[src/rtl/input_arbiter.sv]
// input_arbiter: round-robin sharing of one CPU input port among N_REQ requesters,
// presenting each winner's word through a SETUP / STROBE / GAP handshake on ready_out.
module input_arbiter #(
  parameter int BUS_WIDTH    = 8,
  parameter int N_REQ        = 4,
  parameter int SETUP_CYCLES = 2,
  parameter int HOLD_CYCLES  = 4,
  parameter int GAP_CYCLES   = 2
) (
  input  logic                       clk,
  input  logic                       n_reset,
  input  logic [N_REQ-1:0]           req,
  input  logic [N_REQ*BUS_WIDTH-1:0] req_data,
  output logic [N_REQ-1:0]           grant,
  output logic [N_REQ-1:0]           ack,
  output logic [BUS_WIDTH-1:0]       out_port,
  output logic                       ready_out,
  output logic                       busy
);
  localparam int IW = $clog2(N_REQ);
  typedef enum logic [1:0] {IDLE, SETUP, STROBE, GAP} state_t;
  state_t               state_q, state_d;
  logic [3:0]           cnt_q, cnt_d;
  logic [IW-1:0]        ptr_q, ptr_d, win, idx;
  logic [N_REQ-1:0]     grant_q, grant_d, ack_q, ack_d;
  logic [BUS_WIDTH-1:0] data_q, data_d, sel;
  logic                 ready_q, ready_d;
  // Scan downward so the lowest offset from the pointer is the last assignment to win.
  always_comb begin
    win = '0;
    idx = '0;
    sel = '0;
    for (int k = N_REQ - 1; k >= 0; k--) begin
      idx = IW'((int'(ptr_q) + k) % N_REQ);
      if (req[idx]) win = idx;
    end
    for (int k = 0; k < N_REQ; k++)
      if (win == IW'(k)) sel = req_data[k*BUS_WIDTH +: BUS_WIDTH];
  end
  always_comb begin
    state_d = state_q;
    cnt_d   = cnt_q;
    ptr_d   = ptr_q;
    grant_d = grant_q;
    data_d  = data_q;
    ack_d   = '0;
    case (state_q)
      IDLE: if (|req) begin
        state_d = SETUP;
        cnt_d   = 4'(SETUP_CYCLES - 1);
        ptr_d   = (int'(win) == N_REQ - 1) ? '0 : win + 1'b1;
        grant_d = N_REQ'(1) << win;
        data_d  = sel;
      end
      SETUP: begin
        state_d = (cnt_q == 4'd0) ? STROBE : SETUP;
        cnt_d   = (cnt_q == 4'd0) ? 4'(HOLD_CYCLES - 1) : cnt_q - 4'd1;
      end
      STROBE: begin
        state_d = (cnt_q == 4'd0) ? GAP : STROBE;
        cnt_d   = (cnt_q == 4'd0) ? 4'(GAP_CYCLES - 1) : cnt_q - 4'd1;
        ack_d   = (cnt_q == 4'd0) ? grant_q : '0;
      end
      GAP: begin
        state_d = (cnt_q == 4'd0) ? IDLE : GAP;
        cnt_d   = (cnt_q == 4'd0) ? 4'd0 : cnt_q - 4'd1;
        grant_d = (cnt_q == 4'd0) ? '0 : grant_q;
      end
      default: state_d = IDLE;
    endcase
    ready_d = (state_d == STROBE);
  end
  always_ff @(posedge clk or negedge n_reset) begin
    if (!n_reset) begin
      state_q <= IDLE;
      cnt_q   <= '0;
      ptr_q   <= '0;
      grant_q <= '0;
      ack_q   <= '0;
      data_q  <= '0;
      ready_q <= 1'b0;
    end else begin
      state_q <= state_d;
      cnt_q   <= cnt_d;
      ptr_q   <= ptr_d;
      grant_q <= grant_d;
      ack_q   <= ack_d;
      data_q  <= data_d;
      ready_q <= ready_d;
    end
  end
  assign grant     = grant_q;
  assign ack       = ack_q;
  assign out_port  = data_q;
  assign ready_out = ready_q;
  assign busy      = (state_q != IDLE);
endmodule

[config.mk]
export PLATFORM = sky130hd
export DESIGN_NAME = input_arbiter
export DESIGN_NICKNAME = d
export VERILOG_FILES = /design/src/rtl/input_arbiter.sv
export SDC_FILE = /design/constraint.sdc
export NUM_CORES = 1
export LEC_CHECK = 0
export CAP_MARGIN = 20
export CORE_MARGIN = 2
export CORE_UTILIZATION = 39
export DETAILED_ROUTE_END_ITERATION = 16
export PLACE_DENSITY = 0.79
export SETUP_SLACK_MARGIN = 0.05
export SYNTH_ARGS = -nofsm -noshare
export SYNTH_HDL_FRONTEND = slang
export SYNTH_SLANG_ARGS = --single-unit
[constraint.sdc]
create_clock -name clk -period 2.14 [get_ports clk]
set_input_delay 0.428 -clock clk [delete_from_list [all_inputs] [get_ports clk]]
set_output_delay 0.428 -clock clk [all_outputs]
set_load 0.01 [all_outputs]
After elaboration in Yosys (flattened, before gate mapping) --
Index checks and enable logic that the tools add are counted.
Storage, ports and cells: flip-flop bits (word level) 25, logic and storage cells 67, bits of input ports 38, output and inout port bits 18
Operators by class: reductions and logical operators 8, shift operators 1, add/sub/neg operators 5, magnitude comparators 4, multiplexer cells 32, equal/unequal tests 10
Operators with widths (count):
- 4-bit 2-to-1 mux | 8
- 8-bit 2-to-1 mux | 4
- 2-bit 2-to-1 mux | 8
- 4-bit one-hot mux with 4 select lines | 1
- 2-bit by 3-bit less-than comparator with 1-bit output, second input constant | 4
- 2-bit == test, second input constant | 5
- 1-bit binary-select mux with 2-bit select | 4
- 2-bit one-hot mux with 4 select lines | 1
- 4-bit one-hot mux with 2 select lines | 1
- 2-bit by 1-bit == test with 1-bit output, second input constant | 3
- 1-bit 2-to-1 mux | 5
- 2-bit by 1-bit adder with 2-bit output, second input constant | 2
- 2-bit adder, second input constant | 2
- 2-bit logical NOT | 2
- 4-bit logical NOT | 1
- 2-bit inequality test, second input constant | 2
- 2-bit nonzero test | 2
- 4-bit OR reduction | 1
- 1-bit by 2-bit << shifter with 4-bit output, first input constant | 1
- 4-bit by 1-bit subtractor with 4-bit output, second input constant | 1
- 3-bit AND reduction | 1
- 2-bit AND reduction | 1

Logic depth before layout (Yosys ltp) --
Gate-level depths: netlist (run 1).
depth after elaboration 12, gate-level depth with buffers 9, depth with buffers taken out 7

Worst setup path after synthesis (run 1) --
OpenSTA, ideal clock, no wires.
kind reg-to-reg, start point reg ptr_q[1], end point reg data_q[6], in the netlist out_port[6], slack -0.051 ns, arrival time 2.109 ns, cell stages (with the launch flop) 9, setup time 0.082 ns, period minus slack after synthesis 2.191 ns, path buffers 1, required time 2.058 ns, cell sequence dfrtp_1 -> or2b_2 -> a31oi_1 -> and2_1 -> ha_1 -> clkbuf_1 -> a21oi_1 -> a221o_1 -> a31oi_1
Between the ends: longest elaborated chain between the ends 12, elaborated cells on any way between the ends 23
RTL lines:
- start, declared | RTL line 24 | logic [IW-1:0] ptr_q, ptr_d, win, idx;
- start signal, assigned | RTL line 85 | ptr_q <= ptr_d;
- 2-bit adder | RTL line 34 | idx = IW'((int'(ptr_q) + k) % N_REQ);
- 1-bit binary-select mux with 2-bit select | RTL line 35 | if (req[idx]) win = idx;
- 1-bit 2-to-1 mux (not written as such) | RTL line 35
- 2-bit 2-to-1 mux (3 in series) | RTL line 35
- 2-bit 2-to-1 mux (*) | RTL line 35
- 2-bit logical NOT | RTL line 38 | if (win == IW'(k)) sel = req_data[k*BUS_WIDTH +: BUS_WIDTH];
- 8-bit 2-to-1 mux (3 in series) | RTL line 38
- 8-bit 2-to-1 mux (*) | RTL line 38
- end signal, assigned | RTL line 88 | data_q <= data_d;
- end, declared | RTL line 26 | logic [BUS_WIDTH-1:0] data_q, data_d, sel;
Mark *: on every way between the ends. The rest lies on a longest branch, timed or not. The select of a mux whose other input is x is not followed. A chain may end at the register's enable or synchronous reset.

Final worst setup path (run 1) --
start point reg ptr_q[0], end point reg data_q[1], in the netlist out_port[1]
Same word-level chain as after synthesis.

==> results.yml, run 1 <==
global_routing:
  grt_pass1_vias: 1292
  grt.overflow.total: 0
  track_usage_pct: 16.7
  grt_first_pass_wirelength_um: 5600
  grt_start_max_net_pins: 26
  antenna_found_initial: 0
power_and_ir_drop:
  clkPwrFrac_pct: 9.5
  p_sw_mw: 1.07
  combPwrFrac_pct: 61.6
  power_density_nw_per_um2: 1230
  swShare_pct: 37.5
  p_int_mw: 1.79
  total_power_mw: 2.86
  vdd.ir_drop.worst_uv: 543
  p_seq_share_pct: 29.0
  p_leak_nw: 0.997
die:
  die_area_um2: 4210
  dieHeight_um: 64.9
  rows: 22
  core_um2: 3610
  initial_utilization_pct: 40.1
  io_pins: 56
  die_x_um: 64.9
placed_design:
  port_buffers: 55
  place_hpwl_um: 2630
  routabilityCongestion: 0.805
route:
  routed_wirelength_um: 3730
  dr.pass1.iters: 4
  vias: 1429
  wl_per_cell_um: 13.8
  drc: 0
  first_iter_violations: 67
  vias_per_cell: 5.29
  drtAntennaViolNets: 0
timing:
  fmax_mhz: 478
  relSlewSlack_pct: 70.4
  whs_ns: 0.518
  clock_skew_ns: 0.00279
  final_max_slew_viol_count: 0
  fin_crit_ns: 2.09
  hold_violations: 0
  tightest_slew_ns: 0.439
  grt_setup_unrepaired: "yes"
  finalSetupViolCount: 0
  fin_crit_sh_pct: 97.7
yosys:
  ys.flop_type: "dfrtp_1"
  synth.avg_cell_area_um2: 9.70
  ys_seq_area_share_pct: 43.3
  synth-async-reset-ratio_pct: 100
  yosysWarnings: 0
  synth_cells: 149
  ys_ff_latch: 25
  yosysUniqueCellTypes: 40
  synth_edf_count: 0
  syn-num-nets: 191
  syn_area_um2: 1450
finish:
  layout-area-overhead-vs-synth_pct: 61.1
  num_antenna_cells: 0
  fillers: 297
  final_layout_size_suffix_gt1_share_pct: 23.0
  final_util_pct: 64.6
  fin_nets: 265
worst_setup_path:
  critical_path_required_ns: 2.32
  start_kind: "register"
  crit_path_end_kind: "register"
  path_class: "reg2reg"
  critPathMaxFanout: 4
  crit_arrival_ns: 2.27
cts:
  worstSkewPairLatency_ns: 0.26
  path_clk_slew_ns: 0.08
  htreeDepth: 1
  cts_tree: "done"
  cts_root_buf: "clkbuf_8"
  cts_buffers: 3
  cts_sinks: 25
  clock_path_buffers: 2
worst_hold_path:
  min_path_type: "in2async"
flow_run:
  drv_cap: 0
outcome:
  status: "finished, final reports clean"
## per-stage QoR
step,worst slack [ns],std cells,cell area [µm²],setup TNS [ns]
2_1_floorplan,0.0738,149,1460,0
3_3_place_gp,-0.466,258,2130,-4.64
3_5_place_dp,-0.561,258,2130,-5.27
4_1_cts,0.0651,263,2230,0
5_1_grt,-0.0476,270,2330,-0.0641
6_report,0.0498,270,2330,0
## layout make-up
cell class                      count  area (µm²)  area share, %
Clock inverter                      1        5.00          0.215
Timing Repair Buffer               81         761           32.7
Sequential cell                    25         627           26.9
Tap cell                           48        60.1           2.58
Clock buffer                        3        41.3           1.77
Multi-Input combinational cell    101         793           34.1
Inverter                           11        41.3           1.77
## cells by family after synthesis
family / after synthesis / synth area share, %
buffers and inverters: 23 / 8.14
flip-flops: 25 / 43.3
AO/OA/AOI/OAI: 51 / 24.8
adder cells (fa/ha/maj): 4 / 3.46
multiplexers: 1 / 1.04
AND/OR/NAND/NOR: 43 / 18.0
XOR/XNOR: 2 / 1.21
## cells in the mapped netlist (4+ instances only)
master / n / area (µm²)
nand3b_1: 8 / 60.1
dfrtp_1: 25 / 626
a31oi_1: 10 / 62.6
nor2_1: 5 / 18.8
inv_1: 11 / 41.3
a21oi_1: 17 / 85.1
and2_1: 5 / 31.3
nand2_1: 13 / 48.8
a22o_1: 5 / 43.8
a221o_1: 8 / 80.1
ha_1: 4 / 50.1
clkbuf_1: 5 / 18.8
## final timing paths
path                       startpoint          end  slack, ns  cells after the start
max reg2reg                  ptr_q[0]  out_port[1]       0.05                      8
max                          ptr_q[0]  out_port[1]       0.05                      8
max in group asynchronous     n_reset     ptr_q[1]       1.36                      2
min reg2reg                  grant[1]       ack[1]       0.52                      1
min                           n_reset     cnt_q[0]       0.52                      2
min in group clk             grant[1]       ack[1]       0.52                      1
## power groups by stage
stage / registers [mW] / clock network [mW] / logic (mW)
floorplan: 0.820 / 0 / 0.922
global placement: 0.828 / 0 / 1.46
detailed placement: 0.830 / 0 / 1.50
CTS: 0.826 / 0.275 / 1.57
global route: 0.850 / 0.304 / 1.91
finish: 0.828 / 0.270 / 1.76
## cells in the final DEF (no fill, tap or decap), types with 2 or more instances in the layout
master and count:
clkdlybuf4s50_1 51, dfrtp_1 24, buf_4 23, a21oi_1 17, nand2_1 13, inv_1 11
a31oi_1 9, nand3b_1 8, a221o_1 8, a22o_1 5, and2_1 4, nor2_1 3
clkbuf_8 3, or2b_4 2, nor4_1 2, xnor2_1 2, and2_4 2, o22ai_1 2
ha_4 2, ha_2 2, dlygate4sd2_1 2, buf_6 2
## registers in the layout, indices dropped and copies added (netlist names)
name       cells
ptr_q          2
ack            4
ready_out      1
grant          4
cnt_q          4
out_port       8
state_q        2
## layer usage
layer | GRT usage [%] | up-vias | share of wire (%)
met1 | 22.2 | 689 | 45
met3 | 1.22 | 4 | 3.3
li1 | - | 691 | -
met2 | 28.0 | 45 | 51
met4 | 6.65 | 0 | 1.1
met5 | 0 | - | 0
## worst max-delay path, cell delays in order (launching register included)
cell,delay (ns)
dfrtp_1,0.43
or2b_4,0.26
nor2_4,0.05
o32ai_4,0.34
ha_2,0.26
buf_4,0.14
nand3b_1,0.08
a221o_1,0.32
a31oi_1,0.15
## what timing repair did
action                     in CTS  in global routing
pin swaps                       4                  9
gates cloned                    0                  1
buffers inserted                1                  6
gates resized for setup        13                 18
hold buffers                    0                  0
setup endpoints to repair      10                  8
Power figures use the tool's default switching activity.
==> run 2: changes to the inputs <==
Settings changed: CORE_ASPECT_RATIO set to 1.75, GPL_TIMING_DRIVEN set to 0, PLACE_DENSITY 0.79 to 0.75.
==> results.yml, run 2 (synthesis gave the netlist of run 1 again) <==
global_routing:
  grt_util_met3_pct: 2.14
  grt_first_pass_wirelength_um: 6880
  antenna_found_initial: 0
  busiest_layer: "met2"
  track_usage_pct: 21.1
  gr-usage-met1_pct: 21.3
  grt_use_met2_pct: 39.8
  grt_pass1_vias: 1505
  grt.overflow.total: 0
  grt_start_max_net_pins: 26
outcome:
  status: "finished, final reports clean"
timing:
  tns_ns: 0
  fin_crit_sh_pct: 98.6
  whs_ns: 0.373
  finalSetupViolCount: 0
  hold_violations: 0
  grt_setup_unrepaired: "yes"
  final_max_slew_viol_count: 0
  relSlewSlack_pct: 71.1
  tightest_slew_ns: 0.430
  clock_skew_ns: 0.00306
  fmax_mhz: 474
  fin_crit_ns: 2.11
finish:
  num_antenna_cells: 0
  fin_cells: 261
  final_util_pct: 65.6
  final_cell_mix: "clkdlybuf4s50_1, dfrtp_1, a21oi_1"
  final_common_cell: "clkdlybuf4s50_1"
  final_layout_size_suffix_gt1_share_pct: 21.9
  design_area_um2: 2350
  largest_register_ffs: 8
  fin_nets: 258
  layout-area-overhead-vs-synth_pct: 62.9
placed_design:
  port_buffers: 55
  dpl_cell_area_um2: 2070
  routabilityCongestion: 0.816
  place_hpwl_um: 2990
  placedCellCount: 250
power_and_ir_drop:
  p_leak_nw: 0.978
  power_density_nw_per_um2: 1250
  vdd.ir_drop.worst_uv: 854
die:
  io_pins: 56
  core_um2: 3590
  die_area_um2: 4230
  initial_utilization_pct: 40.2
  dieHeight_um: 84.5
  die_x_um: 50.0
  rows: 29
worst_setup_path:
  worst_path_max_delay_cell: "dfrtp_2"
  start_kind: "register"
  critical_path_required_ns: 2.33
  max_stage_delay_ns: 0.45
  cp_num_cells: 9
  r2r_slack_ns: 0.03
  crit_arrival_ns: 2.30
  crit_path_end_kind: "register"
  crit_chain: "buf_6 -> and3b_2 -> a31oi_4 -> and2_4 -> ha_4 -> buf_8 -> a21oi_1 -> a221o_1 -> a31oi_1"
  critPathMaxFanout: 10
  path_buf_inv: 2
  critPathTopFamily: "compound AO/OA/AOI/OAI gates"
  path_class: "reg2reg"
  r2r_cells: 9
cts:
  clock_path_buffers: 2
  cts_sinks: 25
  cts_tree: "done"
  path_clk_slew_ns: 0.08
  cts_root_buf: "clkbuf_8"
  cts_buffers: 3
  htreeDepth: 1
  worstSkewPairLatency_ns: 0.26
  hold_buffers: 0
route:
  drc: 0
  drtAntennaViolNets: 0
  first_iter_violations: 35
  vias_per_cell: 5.47
  routed_wirelength_um: 4180
  wl_per_cell_um: 16.0
  vias: 1427
  dr.pass1.iters: 4
flow_run:
  drv_cap: 0
worst_hold_path:
  min_path_type: "in2async"
-- run 2: through the flow --
stage	total power, mW	worst slack (ns)
floorplan	1.74	0.0738
global placement	2.25	-0.626
detailed placement	2.31	-0.709
CTS	2.89	0.0393
global route	3.15	-0.0411
finish	2.94	0.0304
-- run 2: worst paths after layout --
path / startpoint / end
max: ptr_q[1] / out_port[0]
min: n_reset / ack[2]
max reg2reg: ptr_q[1] / out_port[0]
min reg2reg: grant[2] / ack[2]
max in group asynchronous: n_reset / ptr_q[1]
min in group clk: grant[2] / ack[2]
-- run 2: layout make-up --
cell class,count,area [µm²]
Buffer,9,106
Clock buffer,4,45.0
Fill cell,283,1240
Inverter,11,41.3
Multi-Input combinational cell,101,826
Sequential cell,25,628
Tap cell,46,57.6
Timing Repair Buffer,65,651
-- run 2: power by group --
group          internal (mW)  switching, mW
Sequential             0.658          0.144
Combinational           1.02          0.845
Clock                  0.133          0.137
Total                   1.82           1.13
-- run 2: timing repair --
action	CTS	global route
pin swaps	11	14
setup endpoints to repair	13	9
resized for setup	35	11
setup buffers	9	0
-- run 2: layer usage --
metal | part of all wire (%) | wire length [µm]
met1 | 35 | 1470
met2 | 59 | 2470
met3 | 3.1 | 128
met4 | 2.8 | 116
met5 | 0 | 0
==> run 3: changes to the inputs <==
Settings changed: TNS_END_PERCENT set to 30.
==> results.yml, run 3 (synthesis gave the netlist of run 1 again) <==
route:
  drtAntennaViolNets: 0
  dr.pass1.iters: 4
  first_iter_violations: 33
  vias: 1435
  drc: 0
  routed_wirelength_um: 4200
  wl_per_cell_um: 16.0
  vias_per_cell: 5.48
placed_design:
  routabilityCongestion: 0.816
  port_buffers: 55
  dpl_cell_area_um2: 2070
  place_hpwl_um: 2990
global_routing:
  track_usage_pct: 21.1
  antenna_found_initial: 0
  grt_pass1_vias: 1505
  grt_first_pass_wirelength_um: 6880
  grt.overflow.total: 0
  grt_start_max_net_pins: 26
finish:
  largest_register_ffs: 8
  fin_nets: 259
  final_common_cell: "clkdlybuf4s50_1"
  design_area_um2: 2360
  final_layout_size_suffix_gt1_share_pct: 21.3
  layout-area-overhead-vs-synth_pct: 63.2
  final_cell_mix: "clkdlybuf4s50_1, dfrtp_1, a21oi_1"
  num_antenna_cells: 0
  final_util_pct: 65.7
timing:
  whs_ns: 0.370
  tightest_slew_ns: 0.423
  hold_violations: 0
  fmax_mhz: 474
  grt_setup_unrepaired: "yes"
  final_max_slew_viol_count: 0
  relSlewSlack_pct: 71.6
  clock_skew_ns: 0.00218
  fin_crit_ns: 2.11
  fin_crit_sh_pct: 98.5
  tns_ns: 0
  finalSetupViolCount: 0
die:
  die_area_um2: 4230
  io_pins: 56
  initial_utilization_pct: 40.2
  die_x_um: 50.0
  dieHeight_um: 84.5
  core_um2: 3590
  rows: 29
cts:
  cts_root_buf: "clkbuf_8"
  path_clk_slew_ns: 0.08
  cts_buffers: 3
  worstSkewPairLatency_ns: 0.27
  cts_sinks: 25
  htreeDepth: 1
  hold_buffers: 0
  clock_path_buffers: 2
  cts_tree: "done"
outcome:
  status: "finished, final reports clean"
worst_setup_path:
  critPathMaxFanout: 10
  crit_start: "ptr_q[1]"
  start_kind: "register"
  r2r_cells: 8
  crit_path_end_kind: "register"
  path_class: "reg2reg"
  critical_path_required_ns: 2.33
  worstReg2RegStart: "ptr_q[1]"
  crit_arrival_ns: 2.30
flow_run:
  drv_cap: 0
power_and_ir_drop:
  vdd.ir_drop.worst_uv: 839
  p_leak_nw: 0.983
  power_density_nw_per_um2: 1250
  total_power_mw: 2.95
worst_hold_path:
  min_path_type: "in2async"
==> run 3: per-layer routing <==
metal	global-route usage (%)	share of wire (%)	vias up
li1	-	-	675
met1	21.3	35	695
met2	39.8	58	50
met3	2.14	3.6	15
met4	12.1	4.1	0
met5	0	0	-
==> run 3: what timing repair did <==
action	in CTS	in global routing
resized for setup	35	9
pin swaps	11	17
setup endpoints to repair	13	9
gates cloned	0	0
setup buffers	9	0
==> run 3: worst paths after layout <==
check / slack, ns / end
max: 0.03 / out_port[7]
min: 0.37 / ack[2]
max reg2reg: 0.03 / out_port[7]
min reg2reg: 0.52 / ack[2]
max in group asynchronous: 1.35 / ptr_q[1]
min in group clk: 0.52 / ack[2]
==> run 3: stage by stage <==
stage / instances / worst slack (ns)
2_1_floorplan: 149 / 0.0738
4_1_cts: 261 / 0.0393
3_3_place_gp: 250 / -0.626
3_5_place_dp: 250 / -0.709
5_1_grt: 262 / -0.0391
6_report: 262 / 0.0324
==> run 3: final cells by class <==
class / count / area (µm²)
plain buffers: 10 / 118
clock buffers: 4 / 45.0
well taps: 46 / 57.6
flip-flops and latches: 25 / 628
fillers: 278 / 1230
inverters: 11 / 41.3
multi-input cells: 101 / 818
repair buffers: 65 / 651
==> run 3: power by group <==
part	internal [mW]	leakage [nW]	switching [mW]
Combinational	1.03	0.652	0.842
Clock	0.133	0.0228	0.141
Sequential	0.658	0.308	0.144
Total	1.82	0.983	1.13
==> run 3: worst max-delay path, cell delays in order (launching register included) <==
cell,delay [ns]
dfrtp_2,0.45
buf_6,0.13
a21boi_4,0.14
o32a_1,0.38
ha_4,0.18
buf_6,0.12
clkbuf_16,0.15
a221o_1,0.32
a31oi_1,0.16
